$ cat config.mk
export PLATFORM = sky130hd
export DESIGN_NAME = pc_stack_seq
export DESIGN_NICKNAME = d
export VERILOG_FILES = /design/src/rtl/pc_stack_seq.sv
export SDC_FILE = /design/constraint.sdc
export NUM_CORES = 1
export LEC_CHECK = 0
export CORE_UTILIZATION = 50
export CTS_CLUSTER_SIZE = 8
export DETAILED_ROUTE_END_ITERATION = 16
export PLACE_DENSITY = 0.76
export SKIP_LAST_GASP = 1
export SLEW_MARGIN = 10
export SYNTH_ARGS = -nofsm -noshare
export SYNTH_HDL_FRONTEND = slang
export SYNTH_SLANG_ARGS = --single-unit
$ cat constraint.sdc
create_clock -name clk -period 3.55 [get_ports clk]
set_input_delay 0.5325 -clock clk [delete_from_list [all_inputs] [get_ports clk]]
set_output_delay 0.5325 -clock clk [all_outputs]
set_load 0.02 [all_outputs]
$ cat src/rtl/pc_stack_seq.sv
`default_nettype none
// ============================================================================
//  Module   : pc_stack_seq
//  Purpose  : Program-counter sequencer for the game CPU core. Provides
//             increment, relative branch, absolute jump, and call/return
//             through a hardware return-address stack with status flags.
//  Ports    : clk, reset        - clock / synchronous active-high reset
//             pc_en             - advance PC by one
//             branch_en/off     - PC += sign-extended branch_off
//             jump_en/addr      - PC <= jump_addr (also the call target)
//             call_en           - push PC+1, then PC <= jump_addr
//             ret_en            - pop top of stack into PC
//             pc_out            - current fetch address
//             stack_count       - number of valid stack entries
//             stack_full/empty  - stack occupancy status
//             stack_err         - sticky overflow/underflow flag
//  Revision : 1.0 - initial release
// ============================================================================
module pc_stack_seq #(
   parameter int ADDR_W      = 14,
   parameter int OFF_W       = 10,
   parameter int RESET_VEC   = 9,
   parameter int STACK_DEPTH = 8,
   parameter int PTR_W       = 3
) (
   input  logic              clk,
   input  logic              reset,
   input  logic              pc_en,
   input  logic              branch_en,
   input  logic [OFF_W-1:0]  branch_off,
   input  logic              jump_en,
   input  logic [ADDR_W-1:0] jump_addr,
   input  logic              call_en,
   input  logic              ret_en,
   output logic [ADDR_W-1:0] pc_out,
   output logic [PTR_W:0]    stack_count,
   output logic              stack_full,
   output logic              stack_empty,
   output logic              stack_err
);

   localparam logic [ADDR_W-1:0] c_RESET_VEC = ADDR_W'(RESET_VEC);
   localparam logic [PTR_W:0]    c_DEPTH     = (PTR_W+1)'(STACK_DEPTH);

   // The PC is held XORed with the reset vector, so an all-zero register
   // (the power-up state of the flops) already decodes as RESET_VEC.
   logic [ADDR_W-1:0] r_pc_enc;
   logic [ADDR_W-1:0] r_stack [STACK_DEPTH];
   logic [PTR_W:0]    r_count;
   logic              r_err;

   logic [ADDR_W-1:0] w_pc;
   logic [ADDR_W-1:0] w_pc_inc;
   logic [ADDR_W-1:0] w_off_ext;
   logic [ADDR_W-1:0] w_top;
   logic [PTR_W-1:0]  w_top_idx;
   logic [PTR_W-1:0]  w_push_idx;
   logic              w_full;
   logic              w_empty;
   logic              w_push;
   logic [ADDR_W-1:0] w_pc_next;
   logic [PTR_W:0]    w_count_next;
   logic              w_err_next;

   assign w_pc       = r_pc_enc ^ c_RESET_VEC;
   assign w_pc_inc   = w_pc + ADDR_W'(1);
   assign w_off_ext  = ADDR_W'($signed(branch_off));
   assign w_full     = (r_count == c_DEPTH);
   assign w_empty    = (r_count == '0);
   // Index arithmetic wraps inside PTR_W bits; the top index is only
   // consumed when the stack is non-empty and the push index only when
   // the stack is not full, so the wrap is never observed.
   assign w_top_idx  = r_count[PTR_W-1:0] - PTR_W'(1);
   assign w_push_idx = r_count[PTR_W-1:0];
   assign w_top      = r_stack[w_top_idx];

   // Single prioritised action per cycle: return, call, branch, jump, inc.
   always_comb begin
      w_pc_next    = w_pc;
      w_count_next = r_count;
      w_err_next   = r_err;
      w_push       = 1'b0;
      if (ret_en) begin
         if (w_empty) begin
            w_err_next = 1'b1;
         end else begin
            w_pc_next    = w_top;
            w_count_next = r_count - (PTR_W+1)'(1);
         end
      end else if (call_en) begin
         if (w_full) begin
            w_err_next = 1'b1;
         end else begin
            w_push       = 1'b1;
            w_pc_next    = jump_addr;
            w_count_next = r_count + (PTR_W+1)'(1);
         end
      end else if (branch_en) begin
         w_pc_next = w_pc + w_off_ext;
      end else if (jump_en) begin
         w_pc_next = jump_addr;
      end else if (pc_en) begin
         w_pc_next = w_pc_inc;
      end
   end

   always_ff @(posedge clk) begin
      if (reset) begin
         r_pc_enc <= '0;
         r_count  <= '0;
         r_err    <= 1'b0;
      end else begin
         r_pc_enc <= w_pc_next ^ c_RESET_VEC;
         r_count  <= w_count_next;
         r_err    <= w_err_next;
      end
   end

   // Stack storage carries no reset so it can map onto distributed RAM.
   always_ff @(posedge clk) begin
      if (w_push && !reset) begin
         r_stack[w_push_idx] <= w_pc_inc;
      end
   end

   assign pc_out      = w_pc;
   assign stack_count = r_count;
   assign stack_full  = w_full;
   assign stack_empty = w_empty;
   assign stack_err   = r_err;

endmodule
`default_nettype wire

==> flow_metrics.env, run 1 <==
export IMPL_fillers=975
export IMPL_antenna_found_initial=0
export IMPL_worst_slew_pin_slew_ps=748
export IMPL_fin_crit_sh_pct=87.0
export IMPL_post_dp_hpwl_mm=9.97
export IMPL_crit_path_end_kind="flip-flop"
export IMPL_grt_max_degree=32
export IMPL_track_usage_pct=23.7
export IMPL_drtPass1Iterations=7
export IMPL_ios=52
export IMPL_cts_resized_gates=0
export IMPL_grt_pass1_vias=4265
export IMPL_cts_made_buffers=17
export IMPL_cts_tree="yes"
export IMPL_ctsHoldBuffers=0
export IMPL_grt_overflow_total=0
export IMPL_finalSetupViolCount=0
export IMPL_synth_edf_count=112
export IMPL_drv_slew=0
export IMPL_skew_ps=14.4
export IMPL_arrival_ps=3410
export IMPL_whs_ps=481
export IMPL_synth_cells=463
export IMPL_syn_area_per_cell_um2=14.1
export IMPL_p_leak_nw=2.63
export IMPL_vias=4393
export IMPL_clk_path_buf_depth=2
export IMPL_power_mw=6.30
export IMPL_critPathCapture="r_pc_enc[8]"
export IMPL_diodes=0
export IMPL_synth_cell_area_um2=6520
export IMPL_post_route_min_period_ps=3090
export IMPL_worstPathRequired_ps=3870
export IMPL_tns_ps=0
export IMPL_startpoint_type="flip-flop"
export IMPL_instances_no_fill=700
export IMPL_path_class="reg -> reg"
export IMPL_cts_sinks=131
export IMPL_clock_root_buffer="clkbuf_16"
export IMPL_grt_pass1_wl_mm=23.3
export IMPL_yosysWarnings=0
export IMPL_clk_latency_ps=410
export IMPL_ys_seq_area_share_pct=57.5
export IMPL_drt_total_wl_mm=15.0
export IMPL_drv_cap=0
export IMPL_slew_headroom_pct=49.8
export IMPL_start_util_pct=51.4
export IMPL_hp_class="reg -> reg"
export IMPL_fp_row_count=41
export IMPL_synth_seq_cells=131
export IMPL_dieArea_um2=13500
export IMPL_status="complete, no violations"
export IMPL_layout_common_cells="edfxtp_1 (112), clkdlybuf4s50_1 (51), nor2_1 (28)"
export IMPL_grt_setup_unrepaired="false"
export IMPL_ir_drop_v=0.000637
export IMPL_chipHeight_um=116
export IMPL_postSynth_asyncResetShare_pct=0
export IMPL_vias_per_cell=6.28
export IMPL_die_w_um=116
export IMPL_final_nets=567
export IMPL_synth_cell_types=58
export IMPL_hold_violations=0
export IMPL_reg2reg_slack_ps=460
export IMPL_layout_commonest_cell="edfxtp_1"
export IMPL_clk_pin_slew_ps=60
export IMPL_wl_per_cell_um=21.5
export IMPL_syn_nets=514
export IMPL_power_density_nw_per_um2=819
export IMPL_drtAntennaViolNets=0
export IMPL_synth_ff_type="edfxtp_1"
export IMPL_areaGrowthSynthToFinish_pct=18.1
export IMPL_numPortBuffers=51
export IMPL_drive_above_1_share_pct=16.5
export IMPL_timing_fmax_mhz=324
export IMPL_timing_rr_end="r_pc_enc[8]"
export IMPL_cts_setup_buffers=0
export IMPL_gp_congestion=0.922
export IMPL_worst_path_max_fanout=11
export IMPL_core_um2=12700
export IMPL_placed_cells=669
export IMPL_drtIter0Drc=586
export IMPL_r2r_cells=9
export IMPL_drc_errors=0
export IMPL_cts_htree_levels=4
[synthesized netlist by cell type, drive strengths merged, types with 13 or more instances]
cell	number	area [um^2]
xnor2	14	123
edfxtp	112	3360
nor2	28	105
inv	14	52.6
clkbuf	13	50.0
nand2	19	71.3
ha	18	225
buf	21	153
o21ai	15	75.1
mux4	28	661
a21oi	27	139
dfxtp	19	380
[per-layer routing]
metal	GRT usage [%]	share of wire (%)
met1	30.6	40
met2	39.3	51
met3	6.23	7.4
met4	7.44	1.3
met5	0	0
[final cells by class]
type,count,area [um^2],share of cell area [%]
clock buffer,19,433,5.63
clock inverter,12,68.8,0.894
inverter,14,52.6,0.683
multi-input combinational,284,2540,33.0
sequential,131,3740,48.7
tap,172,215,2.80
timing repair buffer,68,638,8.29
[power breakdown]
group	total (mW)	switching [mW]	internal [mW]
sequential	2.18	0.186	1.99
combinational	2.65	1.47	1.17
clock	1.48	0.610	0.873
total	6.30	2.27	4.04
[state kept, by name (all words and copies together) (netlist names), named ones only]
register and count:
stack_count 4, r_stack 112, stack_err 1, r_pc_enc 12
[worst min-delay path by stage]
stage / start / endpoint / slack (ps) / cells past startpoint
after global routing: stack_err / stack_err / 520 / 2
after global placement: stack_err / stack_err / 460 / 2
after floorplan: flip-flop / flip-flop / 530 / 2
after CTS: stack_err / stack_err / 490 / 2
after detailed placement: stack_err / stack_err / 480 / 2
final: stack_err / stack_err / 480 / 2
[critical path, cell delays in order (launching register included)]
cell and delay (ps):
dfxtp_1 530, inv_1 200, ha_1 260, fa_1 430, a211oi_1 480, o21bai_1 180
a31oi_1 410, xnor2_1 170, o211ai_1 90, a211oi_1 240
[metrics by stage]
stage / area, um^2 / util [%] / setup WS, ps
6_report: 7690 / 60.7 / 461
3_3_place_gp: 7190 / 56.8 / 396
2_1_floorplan: 6540 / - / 227
4_1_cts: 7690 / 60.7 / 526
3_5_place_dp: 7190 / 56.8 / 338
5_1_grt: 7690 / 60.7 / 264
[cells by family after synthesis]
logic type / count (synthesis) / share of synthesized area (%)
mux: 42 / 12.5
simple gates: 88 / 6.64
compound gates: 110 / 12.2
buf+inv: 48 / 3.92
flops: 131 / 57.5
xor+xnor: 24 / 3.23
fa+ha+maj: 20 / 4.07
Power figures use the tool's default switching activity.
==> inputs of run 2 (changes only) <==
- CORE_ASPECT_RATIO: not set -> 0.6
- SKIP_CTS_REPAIR_TIMING: not set -> 1
==> run 2 against run 1 <==
Effect of this change:
- first-iteration DRC count grew 4.1%
- total power grew 1.6%
- core utilization grew 1.5 points
- via count grew 1.7%
- critical path depth is the same
- worst setup slack lost 140 ps
- largest power group unchanged
- clock skew shrank 2.5 ps
- clock power grew 4%
- routed wire length grew 6.0%
- non-clock buffer count grew 1
- combinational power is essentially flat
- final area is essentially flat
==> flow_metrics.env, run 2 (same netlist as run 1, synthesis figures left out) <==
export IMPL_drtPass1Iterations=6
export IMPL_wl_met1_mm=6.97
export IMPL_cp_num_buf_inv=1
export IMPL_numPortBuffers=51
export IMPL_grt_pass1_wl_mm=24.6
export IMPL_cp_common_cell="a211oi_1"
export IMPL_fillers=910
export IMPL_vias_per_cell=6.44
export IMPL_instances_no_fill=694
export IMPL_grt_overflow_total=0
export IMPL_vias=4468
export IMPL_critPathSlowestCell="dfxtp_1"
export IMPL_diodes=0
export IMPL_grt_max_degree=32
export IMPL_p_leak_nw=2.64
export IMPL_drtIter0Drc=610
export IMPL_power_density_nw_per_um2=832
export IMPL_ir_drop_v=0.000487
export IMPL_dieArea_um2=13500
export IMPL_chipHeight_um=90.4
export IMPL_worst_path_max_fanout=11
export IMPL_hold_violations=0
export IMPL_clock_power_share_pct=24.0
export IMPL_finalSetupViolCount=0
export IMPL_layout_commonest_cell="edfxtp_1"
export IMPL_cts_made_buffers=17
export IMPL_arrival_ps=3560
export IMPL_post_route_min_period_ps=3230
export IMPL_utilization_pct=62.2
export IMPL_crit_path_max_incr_delay_ps=530
export IMPL_grt_pass1_vias=4293
export IMPL_top_layer="met4"
export IMPL_worst_slew_pin_slew_ps=801
export IMPL_final_nets=568
export IMPL_status="complete, no violations"
export IMPL_grt_setup_unrepaired="false"
export IMPL_core_um2=12400
export IMPL_cts_htree_levels=4
export IMPL_startpoint_type="flip-flop"
export IMPL_top_register="r_stack"
export IMPL_skew_ps=12.0
export IMPL_drv_cap=0
export IMPL_drt_total_wl_mm=16.0
export IMPL_crit_family="compound AO/OA/AOI/OAI gates"
export IMPL_p_seq_share_pct=34.2
export IMPL_p_comb_share_pct=41.8
export IMPL_post_dp_hpwl_mm=10.9
export IMPL_clk_latency_ps=420
export IMPL_largest_register_ffs=112
export IMPL_start_util_pct=52.7
export IMPL_cts_tree="yes"
export IMPL_wl_per_cell_um=23.0
export IMPL_fp_row_count=31
export IMPL_gp_congestion=0.984
export IMPL_clock_root_buffer="clkbuf_16"
export IMPL_antenna_found_initial=0
export IMPL_clk_pin_slew_ps=60
export IMPL_drc_errors=0
export IMPL_tns_ps=0
export IMPL_drive_above_1_share_pct=15.7
export IMPL_met2_length_mm=7.07
export IMPL_crit_path_end_kind="flip-flop"
export IMPL_placed_cells=663
export IMPL_layout_common_cells="edfxtp_1 (112), clkdlybuf4s50_1 (51), nor2_1 (28)"
export IMPL_track_usage_pct=25.0
export IMPL_p_sw_share_pct=35.8
export IMPL_seq_area_um2=3740
export IMPL_slew_headroom_pct=46.2
export IMPL_worstPathCellList="inv_1, ha_1, fa_1, a211oi_1, o21bai_1, a31oi_1, xnor2_1, o211ai_1, a211oi_1"
export IMPL_dr_wl_met3_mm=1.73
export IMPL_timing_fmax_mhz=309
export IMPL_ios=52
export IMPL_worstPathRequired_ps=3880
export IMPL_fin_crit_sh_pct=91.0
export IMPL_clk_path_buf_depth=2
export IMPL_die_w_um=149
export IMPL_p_sw_mw=2.29
export IMPL_hp_class="reg -> reg"
export IMPL_areaGrowthSynthToFinish_pct=18.2
export IMPL_drv_slew=0
export IMPL_p_int_mw=4.11
export IMPL_drtAntennaViolNets=0
export IMPL_multi_input_area_um2=2540
export IMPL_cts_sinks=131
export IMPL_path_class="reg -> reg"
==> run 2: changes by cell type in the layout (fill, tap and decap cells not counted), moves of 2 or more <==
cell	before	now
clkbuf_1	2	5
clkinvlp_4	3	0
clkinv_1	2	4
clkinv_2	6	4
==> run 2: stage by stage <==
step | power [mW] | instance area [um^2] | setup WS [ps] | hold WS [ps]
6_report | 6.41 | 7700 | 318 | 481
5_1_grt | 6.70 | 7700 | 103 | 499
4_1_cts | 6.39 | 7700 | 423 | 487
3_5_place_dp | 4.86 | 7190 | 200 | 473
3_3_place_gp | 4.76 | 7190 | 343 | 454
2_1_floorplan | 4.08 | 6540 | 227 | 532
==> run 2: worst reg2reg max path: cells and delay by family, from the launching register on <==
kind | cells | cell delay, ps
AOI/OAI and AO/OA | 5 | 1520
xor gates and xnor gates | 1 | 180
DFF | 1 | 530
buffers and inverters | 1 | 200
adders and majority gates | 2 | 730
==> run 2: cell type report <==
class / count / share of cell area (%)
clock buffers: 22 / 5.77
well taps: 165 / 2.68
clock inverters: 9 / 0.845
repair buffers: 69 / 8.38
inverters: 14 / 0.682
flip-flops and latches: 131 / 48.6
multi-input cells: 284 / 33.0
==> run 2: metal layers <==
metal,track usage [%],up-vias
li1,-,1962
met1,36.6,2219
met2,36.5,264
met3,7.07,23
met4,6.12,0
met5,0,-
==> run 2: path summary, 6_finish.rpt <==
check                  from     endpoint  slack [ps]  depth (start not counted)
hold reg to reg   stack_err    stack_err         480                          2
setup reg to reg  flip-flop  r_pc_enc[8]         320                          9
setup / recovery  flip-flop  r_pc_enc[8]         320                          9
hold / removal    stack_err    stack_err         480                          2
==> run 2: power groups by stage <==
stage / registers [mW] / logic [mW] / clock network (mW)
detailed placement: 2.21 / 2.65 / 0
CTS: 2.18 / 2.67 / 1.54
finish: 2.19 / 2.68 / 1.54
floorplan: 2.16 / 1.92 / 0
global route: 2.21 / 2.87 / 1.62
global placement: 2.19 / 2.57 / 0
==> inputs of run 3 (changes only) <==
- CORE_MARGIN: not set -> 2
- CTS_CLUSTER_SIZE: 8 -> not set
==> run 3 against run 2 <==
Effect of this change:
- sequential share of layout area shrank 0.71 points
- flip-flop and latch count is the same
- total power grew 4.0%
- final area grew 1.5%
- clock skew grew 0.59 ps
- critical endpoint unchanged
- final cell count grew 0.86%
- global-route usage shrank 1.7 points
- sequential power is essentially flat
==> flow_metrics.env, run 3 (same netlist as run 1, synthesis figures left out) <==
export IMPL_status="complete, no violations"
export IMPL_setup_ws_ps=352
export IMPL_p_sw_mw=2.32
export IMPL_placed_cells=668
export IMPL_finalSetupViolCount=0
export IMPL_instances_no_fill=700
export IMPL_clk_path_buf_depth=2
export IMPL_vias_per_cell=6.34
export IMPL_cts_tree="yes"
export IMPL_power_mw=6.66
export IMPL_grt_overflow_total=0
export IMPL_antenna_found_initial=0
export IMPL_diodes=0
export IMPL_vias=4435
export IMPL_grt_setup_unrepaired="false"
export IMPL_drtIter0Drc=605
export IMPL_clock_power_share_pct=27.3
export IMPL_arrival_ps=3520
export IMPL_multi_input_area_um2=2540
export IMPL_clk_latency_ps=410
export IMPL_drtPass1Iterations=6
export IMPL_clk_pin_slew_ps=60
export IMPL_startpoint_type="flip-flop"
export IMPL_fillers=944
export IMPL_cts_sinks=131
export IMPL_grt_max_degree=32
export IMPL_drive_above_1_share_pct=17.0
export IMPL_chipHeight_um=92.4
export IMPL_tns_ps=0
export IMPL_postPlaceCellArea_um2=7200
export IMPL_hp_class="reg -> reg"
export IMPL_drv_cap=0
export IMPL_drt_total_wl_mm=15.6
export IMPL_fp_row_count=32
export IMPL_skew_ps=12.6
export IMPL_worst_path_max_fanout=11
export IMPL_drc_errors=0
export IMPL_layout_common_cells="edfxtp_1 (112), clkdlybuf4s50_1 (51), nor2_1 (28)"
export IMPL_largest_register_ffs=112
export IMPL_gp_congestion=0.947
export IMPL_path_class="reg -> reg"
export IMPL_wl_per_cell_um=22.3
export IMPL_top_register="r_stack"
export IMPL_clock_root_buffer="clkbuf_16"
export IMPL_post_dp_hpwl_mm=10.5
export IMPL_numPortBuffers=51
export IMPL_ios=52
export IMPL_power_density_nw_per_um2=852
export IMPL_dieArea_um2=14000
export IMPL_drv_slew=0
export IMPL_hold_violations=0
export IMPL_p_sw_share_pct=34.9
export IMPL_timing_fmax_mhz=313
export IMPL_crit_path_end_kind="flip-flop"
export IMPL_slew_headroom_pct=50.5
export IMPL_core_um2=12800
export IMPL_start_util_pct=51.0
export IMPL_fin_crit_sh_pct=90.1
export IMPL_layout_commonest_cell="edfxtp_1"
export IMPL_p_seq_share_pct=32.8
export IMPL_grt_pass1_wl_mm=24.0
export IMPL_cts_htree_levels=4
export IMPL_pre_cts_ws_ps=202
export IMPL_p_leak_nw=2.68
export IMPL_seq_area_um2=3740
export IMPL_p_int_mw=4.34
export IMPL_drtAntennaViolNets=0
export IMPL_final_nets=568
export IMPL_track_usage_pct=23.2
export IMPL_grt_pass1_vias=4344
export IMPL_worstPathRequired_ps=3870
export IMPL_p_comb_share_pct=39.9
export IMPL_die_w_um=151
export IMPL_ir_drop_v=0.000412
export IMPL_post_route_min_period_ps=3200
export IMPL_worst_slew_pin_slew_ps=737
export IMPL_areaGrowthSynthToFinish_pct=19.9
export IMPL_cts_made_buffers=17
export IMPL_design_area_um2=7820
## run 3: changes by cell type in the layout (fill, tap and decap cells not counted), sizes merged
cell	before	now
clkinvlp	0	2
bufinv	1	4
clkbuf	22	18
## run 3: path summary, 6_finish.rpt
kind	startpoint	to	slack, ps	cells past startpoint
max	flip-flop	r_pc_enc[8]	350	9
min	stack_err	stack_err	480	2
max reg2reg	flip-flop	r_pc_enc[8]	350	9
min reg2reg	stack_err	stack_err	480	2
## run 3: critical path: stages, from the launching register on
cell,delay [ps]
dfxtp_1,560
inv_1,190
ha_1,280
fa_1,440
a211oi_1,520
o21bai_1,200
a31oi_1,420
xnor2_1,180
o211ai_1,100
a211oi_1,220
## run 3: power groups by stage
stage          Combinational [mW]  Clock, mW  Sequential [mW]
5_1_grt                      2.85       1.90             2.20
4_1_cts                      2.65       1.83             2.18
3_3_place_gp                 2.56          0             2.19
6_report                     2.66       1.82             2.18
3_5_place_dp                 2.61          0             2.21
2_1_floorplan                1.92          0             2.16
## run 3: layer usage
layer | vias to the layer above | part of all wire [%] | track usage (%)
li1 | 1955 | - | -
met1 | 2216 | 44 | 33.8
met2 | 244 | 45 | 34.6
met3 | 20 | 10 | 7.04
met4 | 0 | 1.0 | 5.30
met5 | - | 0 | 0
## run 3: final cells by class
cell class	count	share of cell area, %
sequential	131	47.9
multi-input combinational	284	32.5
timing repair buffer	69	8.26
clock buffer	18	5.49
tap	170	2.72
inverter	14	0.672
clock inverter	14	2.40
## run 3: through the flow
stage,utilization (%),hold WS [ps]
global placement,56.4,454
CTS,61.2,482
detailed placement,56.4,466
finish,61.2,476
global route,61.2,493
floorplan,-,532
